### config.mk
export PLATFORM = sky130hd
export DESIGN_NAME = palt_nios_lat_cnt
export DESIGN_NICKNAME = d
export VERILOG_FILES = /design/src/rtl/palt_nios_lat_cnt.sv
export SDC_FILE = /design/constraint.sdc
export NUM_CORES = 1
export LEC_CHECK = 0
export ABC_AREA = 1
export ABC_CLOCK_PERIOD_IN_PS = 1830
export CAP_MARGIN = 5
export CELL_PAD_IN_SITES_DETAIL_PLACEMENT = 2
export CELL_PAD_IN_SITES_GLOBAL_PLACEMENT = 2
export CORE_AREA = 3 3 40 42
export CTS_CLUSTER_SIZE = 20
export DETAILED_ROUTE_END_ITERATION = 8
export DIE_AREA = 0 0 43 45
export GPL_ROUTABILITY_DRIVEN = 0
export PLACE_DENSITY = 0.56
export SKIP_LAST_GASP = 1
export SYNTH_ARGS = -nofsm -noshare
export SYNTH_HDL_FRONTEND = slang
export SYNTH_SLANG_ARGS = --single-unit
export TNS_END_PERCENT = 1
### constraint.sdc
create_clock -name clock -period 1.83 [get_ports clock]
set_input_delay 0.549 -clock clock [delete_from_list [all_inputs] [get_ports clock]]
set_output_delay 0.549 -clock clock [all_outputs]
set_load 0.1 [all_outputs]
### src/rtl/palt_nios_lat_cnt.sv
// rtl/palt_nios_lat_cnt.sv - loadable down-counter with zero flag for read-latency waits
//
// Ports:
//   clock      - rising-edge clock
//   reset_n    - asynchronous active-low reset, clears the count
//   load       - load load_value (has priority over dec)
//   load_value - value to load
//   dec        - decrement by one, saturating at zero
//   zero       - count is zero
module palt_nios_lat_cnt #(
    parameter int WIDTH = 2
) (
    input  logic             clock,
    input  logic             reset_n,
    input  logic             load,
    input  logic [WIDTH-1:0] load_value,
    input  logic             dec,
    output logic             zero
);

    logic [WIDTH-1:0] count_q;

    always_ff @(posedge clock or negedge reset_n) begin
        if (!reset_n) begin
            count_q <= '0;
        end else if (load) begin
            count_q <= load_value;
        end else if (dec && (count_q != '0)) begin
            count_q <= count_q - WIDTH'(1);
        end
    end

    assign zero = (count_q == '0);

endmodule

==> impl_results.md, run 1 <==
- TNS Setup: 0 ns
- CP startpoint kind: flip-flop
- Top Ports: 7
- Clock-pin transition on the worst setup and hold timing paths: 0.03 ns
- Seq/Total Area, Yosys: 0.392
- Status: finished, final reports clean
- RSZ-0062 raised after global routing: false
- Tot GR Track Use: 0.0550
- Top FF cell, synth: dfrtp_1
- Area contributors post-synth: dfrtp_1, nand2_1, ha_1
- Part of the power in registers: 0.211
- Hold crit path type: in2async
- Most frequent cells after synthesis: nand2_1, inv_1, dfrtp_1, nand3_1, o21ai_0
- Tot Pwr: 0.301 mW
- Initial Util: 0.0993
- Internal cell power: 0.182 mW
- Worst setup margin: 0.209 ns
- Max incr delay on CP: 0.39 ns
- TritonCTS clock tree: yes
- Share of cells above drive strength 1: 0.179
- Ys Warns: 0
- CTS Hold Buffers Added: 0
- Leakage dissipation: 0.120 nW
- Clk pwr share: 0.318
- Post-route insts no fill: 43
- Cell taking the most area after synthesis: dfrtp_1
- Initial DRC count: 0
- Worst slack, placed: 0.378 ns
- Placed cell count: 40
- CTS sink cnt: 2
- Net Sw Frac: 0.394
- Post-DP HPWL: 306 µm
- Grt ovf: 0
- Sw power: 0.119 mW
- Synthesis-to-finish area growth: 87.3%
- Root Buffer: clkbuf_4
- Synth Net Count: 26
- Fin crit share: 0.886
- CP Launch Point: count_q[0]
- Cell family with most CP delay: flip-flops
- Maximum number of pins on one net before global-route repair: 6
- Nets: 37
- Worst setup EP type: primary output
- Slowest cell on the critical path: dfrtp_1
- Worst-Skew Late Latency: 0.22 ns
- Die Span Y: 45 µm
- R2R cell count: 7
- Mean area per synthesized cell: 6.72 µm²
- Vias per cell: 3.51
- Max VDD drop: 0.000296 V
- Max Cap Violations: 0
- CORE AREA: 1280 µm²
- Comb power frac: 0.471
- Top-area cell type share of the netlist area: 0.392
- R2r setup slk: 0.70 ns
- Number of flops mapped to enable cells by yosys: 0
- N_diodes: 0
- Regs by FF count: count_q: 2 flops
- # rows: 13
- #FFs+latches synth: 2
- Full die area: 1940 µm²
- WL final: 379 µm
- Mapped Area: 128 µm²
- Most frequent cell after synthesis: nand2_1
- Bufs and invs on worst path: 2
- WS Path Type: reg2out
- Number of global-route vias before repair: 170
- Final hold vios: 0
- Post-synth ARST share: 1.00
- Vias: 151
- Critical path cell sequence: inv_1, ha_1, buf_12
- Syn Inst Count: 19
- DR DRC count: 0
- H-Tree Depth: 1
- Die width: 43 µm
- Max clock buf depth: 2
- Slew Limit Fails: 0
- Req. time, crit path: 1.28 ns
- Max Fanout on Critical Path: 3
- First-pass GRT wire length: 710 µm
- CTS Buf Count: 3
- Pwr/cell area: 1260 nW/µm²
- Final setup fails: 0
- Post_cts resized: 0
- Worst Clk Skew: 0.00245 ns
- Routed len/inst: 8.81 µm
- Postcts setup bufs: 0
- DRT antenna net count: 0
- Max Clk Rate: 0.617 GHz
- Worst-margin pin slew: 0.179 ns
- Number of I/O port buffers: 6
- Largest register FFs: 2
- Crit path arrival time: 1.07 ns
- WHS: 0.491 ns
- TritonRoute pass-1 iters: 1
- Largest Register: count_q
- Slew margin rel.: 0.881
- Minimum clock period: 1.62 ns
- Worst flop-to-flop path endpoint: count_q[1]
- Launching point of the worst reg2reg path: count_q[0]
- Distinct cells, synth: 7
- Initial antenna violation count: 0
==> power by group through the flow <==
stage | clock network, mW | registers (mW) | logic (mW)
after floorplan | 0 | 0.0613 | 0.0905
after global placement | 0 | 0.0633 | 0.141
after detailed placement | 0 | 0.0643 | 0.146
after CTS | 0.103 | 0.0638 | 0.146
after global routing | 0.108 | 0.0660 | 0.156
final | 0.0957 | 0.0635 | 0.142
==> layout make-up <==
cell class,count,area [µm²]
clock buffers,3,22.5
fillers,154,1050
inverters,4,15.0
multi-input cells,13,62.6
flip-flops and latches,2,50.0
well taps,15,18.8
repair buffers,6,70.1
==> cells in the final DEF, fill, tap and decap left out <==
| master | synthesis | final |
|---|---|---|
| inv_1 | 3 | 3 |
| dfrtp_1 | 2 | 2 |
| ha_1 | 1 | 1 |
| o21ai_0 | 2 | 2 |
| clkbuf_4 | 0 | 3 |
| buf_12 | 0 | 1 |
| clkdlybuf4s50_1 | 0 | 5 |
| nand2_1 | 8 | 8 |
| nand3_1 | 2 | 2 |
| inv_2 | 1 | 1 |
==> how the worst max path moves through the flow <==
stage / endpoint / slack, ns / depth (start not counted)
floorplan: zero / 0.07 / 2
global placement: count_q[1] / 0.41 / 5
detailed placement: count_q[1] / 0.38 / 5
CTS: zero / 0.19 / 3
global route: zero / 0.13 / 3
finish: zero / 0.21 / 3
==> logic make-up after synthesis <==
group,after synthesis,synth area share
AO/OA/AOI/OAI,2,0.0784
flip-flops,2,0.392
adder cells (fa/ha/maj),1,0.0980
AND/OR/NAND/NOR,10,0.314
buffers and inverters,4,0.118
==> layer usage <==
metal / share of wire / global-route usage / vias to the layer above
met2: 0.42 / 0.0778 / 7
met3: 0.095 / 0.0279 / 0
li1: - / - / 78
met5: 0 / 0 / -
met1: 0.48 / 0.0507 / 66
met4: 0 / 0.0723 / 0
==> through the flow <==
stage	cell area (µm²)	utilization
after floorplan	128	-
after global placement	216	0.168
after detailed placement	216	0.168
after CTS	239	0.186
after global routing	239	0.186
final	239	0.186
==> worst reg2reg max path: stages (launching register included) <==
cell,delay (ns)
dfrtp_1,0.39
inv_1,0.07
ha_1,0.20
inv_1,0.05
nand2_1,0.10
nand2_1,0.08
nand2_1,0.07
nand2_1,0.05
No activity file was read; power rests on OpenSTA's default activity.
==> run 2: changes to the inputs <==
--- a/config.mk
+++ b/config.mk
@@ -6,7 +6,7 @@
 export NUM_CORES = 1
 export LEC_CHECK = 0
 export ABC_AREA = 1
-export ABC_CLOCK_PERIOD_IN_PS = 1830
+export ABC_CLOCK_PERIOD_IN_PS = 2000
 export CAP_MARGIN = 5
 export CELL_PAD_IN_SITES_DETAIL_PLACEMENT = 2
 export CELL_PAD_IN_SITES_GLOBAL_PLACEMENT = 2
==> constraint.sdc (replaced) <==
create_clock -name clock -period 2 [get_ports clock]
set_input_delay 0.6 -clock clock [delete_from_list [all_inputs] [get_ports clock]]
set_output_delay 0.6 -clock clock [all_outputs]
set_load 0.1 [all_outputs]
==> impl_results.md, run 2 (synthesized netlist as in run 1, its figures left out) <==
- Status: finished, final reports clean
- RSZ-0062 raised after global routing: false
- Leakage dissipation: 0.120 nW
- Largest register FFs: 2
- Tot GR Track Use: 0.0550
- Worst slack, placed: 0.476 ns
- Vias: 155
- Root Buffer: clkbuf_4
- Worst Clk Skew: 0.00199 ns
- Req. time, crit path: 1.40 ns
- Hold crit path type: in2async
- H-Tree Depth: 1
- Placed cell count: 40
- Initial Util: 0.0993
- Commonest non-fill, non-tap cell in the layout: nand2_1
- Fillers: 156
- Storage cell area: 50.0 µm²
- Max VDD drop: 0.000272 V
- N_diodes: 0
- Final setup fails: 0
- Number of global-route vias before repair: 175
- WS Path Type: reg2out
- Worst-Skew Late Latency: 0.22 ns
- Die Span Y: 45 µm
- Max Fanout on Critical Path: 3
- Initial antenna violation count: 0
- Slew Limit Fails: 0
- R2r setup slk: 0.87 ns
- TritonRoute pass-1 iters: 1
- Post_cts resized: 0
- WL final: 381 µm
- Number of I/O port buffers: 6
- Clock-pin transition on the worst setup and hold timing paths: 0.03 ns
- CTS Hold Buffers Added: 0
- Vias per cell: 3.60
- TNS Setup: 0 ns
- CORE AREA: 1280 µm²
- DR DRC count: 0
- CP startpoint kind: flip-flop
- Share of cells above drive strength 1: 0.179
- CTS sink cnt: 2
- Worst setup EP type: primary output
- Grt ovf: 0
- Slew margin rel.: 0.889
- Max Cap Violations: 0
- Post-route insts no fill: 43
- Maximum number of pins on one net before global-route repair: 6
- First-pass GRT wire length: 710 µm
- Multi-input gate area: 62.6 µm²
- Largest Register: count_q
- Routed len/inst: 8.86 µm
- Post-Route Utilization: 0.186
- Full die area: 1940 µm²
- Initial DRC count: 0
- Final hold vios: 0
- Worst setup margin: 0.335 ns
- Max Clk Rate: 0.600 GHz
- Fin crit share: 0.833
- CTS Buf Count: 3
- Die width: 43 µm
- Post-DP HPWL: 318 µm
- Postcts setup bufs: 0
- # rows: 13
- Regs by FF count: count_q: 2 flops
- Top Ports: 7
- TritonCTS clock tree: yes
- Worst-margin pin slew: 0.165 ns
- Pwr/cell area: 1140 nW/µm²
- Commonest non-fill, non-tap cells in the layout: nand2_1, clkdlybuf4s50_1, inv_1, clkbuf_4
- Max clock buf depth: 2
- DRT antenna net count: 0
- Crit path arrival time: 1.07 ns
- Minimum clock period: 1.67 ns
- Synthesis-to-finish area growth: 87.3%
- Nets: 37
run 2: cell counts in the layout (fill, tap and decap cells not counted):
Identical to the previous run, type by type.
run 2: where the power goes:
| part | switching [mW] | internal, mW | leakage, nW | total [mW] |
|---|---|---|---|---|
| Combinational | 0.0787 | 0.0483 | 0.0822 | 0.127 |
| Clock | 0.0210 | 0.0660 | 0.0138 | 0.0871 |
| Sequential | 0.00687 | 0.0512 | 0.0244 | 0.0580 |
run 2: final timing paths:
kind                            start         end  depth (start not counted)
max                        count_q[0]        zero                          3
min reg2reg                count_q[1]  count_q[1]                          2
min                           reset_n  count_q[0]                          1
max in group asynchronous     reset_n  count_q[1]                          1
max reg2reg                count_q[0]  count_q[1]                          7
min in group clock         count_q[1]  count_q[1]                          2
run 2: worst max-delay path, cell delays in order (launching register included):
cell     delay [ns]
dfrtp_1        0.38
inv_1          0.06
ha_1           0.21
buf_12         0.19
run 2: area by class of cell:
type | count | area share
clock buffers | 3 | 0.0942
inverters | 4 | 0.0628
multi-input cells | 13 | 0.262
flip-flops and latches | 2 | 0.209
well taps | 15 | 0.0785
repair buffers | 6 | 0.293
run 2: through the flow:
| stage | power [mW] | area (µm²) | hold slack (ns) |
|---|---|---|---|
| 5_1_grt | 0.298 | 239 | 0.538 |
| 3_5_place_dp | 0.189 | 216 | 0.546 |
| 6_report | 0.272 | 239 | 0.536 |
| 4_1_cts | 0.283 | 239 | 0.535 |
| 2_1_floorplan | 0.139 | 128 | 0.304 |
| 3_3_place_gp | 0.185 | 216 | 0.509 |
run 2: metal layers:
layer / GRT usage / up-vias / wire [µm]
met4: 0.0723 / 0 / 0
met5: 0 / - / 0
met2: 0.0778 / 7 / 170
met1: 0.0507 / 71 / 174
met3: 0.0279 / 0 / 36
li1: - / 77 / -
==> run 3: changes to the inputs <==
--- a/config.mk
+++ b/config.mk
@@ -6,7 +6,7 @@
 export NUM_CORES = 1
 export LEC_CHECK = 0
 export ABC_AREA = 1
-export ABC_CLOCK_PERIOD_IN_PS = 2000
+export ABC_CLOCK_PERIOD_IN_PS = 1700
 export CAP_MARGIN = 5
 export CELL_PAD_IN_SITES_DETAIL_PLACEMENT = 2
 export CELL_PAD_IN_SITES_GLOBAL_PLACEMENT = 2
==> constraint.sdc (replaced) <==
create_clock -name clock -period 1.7 [get_ports clock]
set_input_delay 0.51 -clock clock [delete_from_list [all_inputs] [get_ports clock]]
set_output_delay 0.51 -clock clock [all_outputs]
set_load 0.1 [all_outputs]
==> impl_results.md, run 3 (synthesized netlist as in run 1, its figures left out) <==
- Routed len/inst: 9.60 µm
- GRT met2 Usage: 0.0689
- Die Span Y: 45 µm
- CTS sink cnt: 2
- Busiest grt layer: met4
- Vias: 152
- Initial Util: 0.0993
- Tot GR Track Use: 0.0600
- WL final: 413 µm
- Commonest non-fill, non-tap cell in the layout: nand2_1
- Postcts setup bufs: 0
- TNS Setup: 0 ns
- Post_cts resized: 0
- Full die area: 1940 µm²
- Grt ovf: 0
- Crit path arrival time: 1.06 ns
- Root Buffer: clkbuf_4
- Max clock buf depth: 2
- RSZ-0062 raised after global routing: false
- DRT antenna net count: 0
- H-Tree Depth: 1
- Minimum clock period: 1.57 ns
- Worst-Skew Late Latency: 0.22 ns
- Max Clk Rate: 0.636 GHz
- Slew Limit Fails: 0
- Initial antenna violation count: 0
- Met3 Use GR: 0.0478
- Final Cell Area: 241 µm²
- Number of global-route vias before repair: 176
- Nets: 37
- Largest register FFs: 2
- Leakage dissipation: 0.119 nW
- CP startpoint kind: flip-flop
- Final setup fails: 0
- Hold crit path type: in2async
- Max VDD drop: 0.000207 V
- Post-route insts no fill: 43
- Initial DRC count: 0
- Commonest non-fill, non-tap cells in the layout: nand2_1, clkdlybuf4s50_1, inv_1, clkbuf_4
- Number of I/O port buffers: 6
- TritonCTS clock tree: yes
- TritonRoute pass-1 iters: 1
- # rows: 13
- First-pass GRT wire length: 738 µm
- CP Launch Point: count_q[0]
- Synthesis-to-finish area growth: 89.2%
- WS Path Type: reg2out
- Die width: 43 µm
- Worst setup EP type: primary output
- Status: finished, final reports clean
- Worst Clk Skew: 0.00142 ns
- Fin crit share: 0.925
- Vias per cell: 3.53
- Top Ports: 7
- DR DRC count: 0
- Grt met1 use: 0.0602
- Dpl cell area: 219 µm²
- Req. time, crit path: 1.19 ns
- Slew margin rel.: 0.880
- Placed cell count: 40
- Launching point of the worst reg2reg path: count_q[0]
- Regs by FF count: count_q: 2 flops
- WHS: 0.452 ns
- N_diodes: 0
- Pwr/cell area: 1350 nW/µm²
- CTS Hold Buffers Added: 0
- Final hold vios: 0
- CTS Buf Count: 3
- Clock-pin transition on the worst setup and hold timing paths: 0.03 ns
- CORE AREA: 1280 µm²
- Max Fanout on Critical Path: 3
- Max Cap Violations: 0
- Largest Register: count_q
- Worst-margin pin slew: 0.179 ns
- Share of cells above drive strength 1: 0.214
- Maximum number of pins on one net before global-route repair: 6
## run 3: cell types whose count changed in the layout (fill, tap and decap cells not counted)
cell,previous run,this run
ha_1,1,0
ha_2,0,1
## run 3: cell type report
class | instances | area (µm²)
fill | 156 | 1040
tap | 15 | 18.8
sequential | 2 | 50.0
multi-input combinational | 13 | 65.1
clock buffer | 3 | 22.5
timing repair buffer | 6 | 70.1
inverter | 4 | 15.0
## run 3: critical path, stage by stage, from the launching register on
cell and delay, ns:
dfrtp_1 0.39, inv_1 0.07, ha_2 0.20, buf_12 0.18
## run 3: report_power, final
part | switching [mW] | total (mW) | internal (mW)
Clock | 0.0267 | 0.105 | 0.0779
Combinational | 0.0929 | 0.152 | 0.0593
Sequential | 0.00863 | 0.0688 | 0.0602
Total | 0.128 | 0.326 | 0.197
## run 3: worst paths after layout
path                              end  depth (start not counted)  slack (ns)
hold reg to reg            count_q[1]                          2        0.53
max in group asynchronous  count_q[0]                          1        1.13
hold / removal             count_q[1]                          1        0.45
setup reg to reg           count_q[0]                          7        0.57
setup / recovery                 zero                          3        0.13
min in group clock         count_q[1]                          2        0.53
## run 3: metrics by stage
step	power (mW)	worst slack, ns	util
after global routing	0.357	0.0780	0.188
after floorplan	0.168	0.259	-
after global placement	0.220	0.293	0.170
final	0.326	0.128	0.188
after CTS	0.337	0.102	0.188
after detailed placement	0.224	0.282	0.170
## run 3: routing by layer
metal / routed length (µm) / part of all wire
met5: 0 / 0
met4: 0 / 0
met3: 44 / 0.11
met2: 183 / 0.44
met1: 184 / 0.45
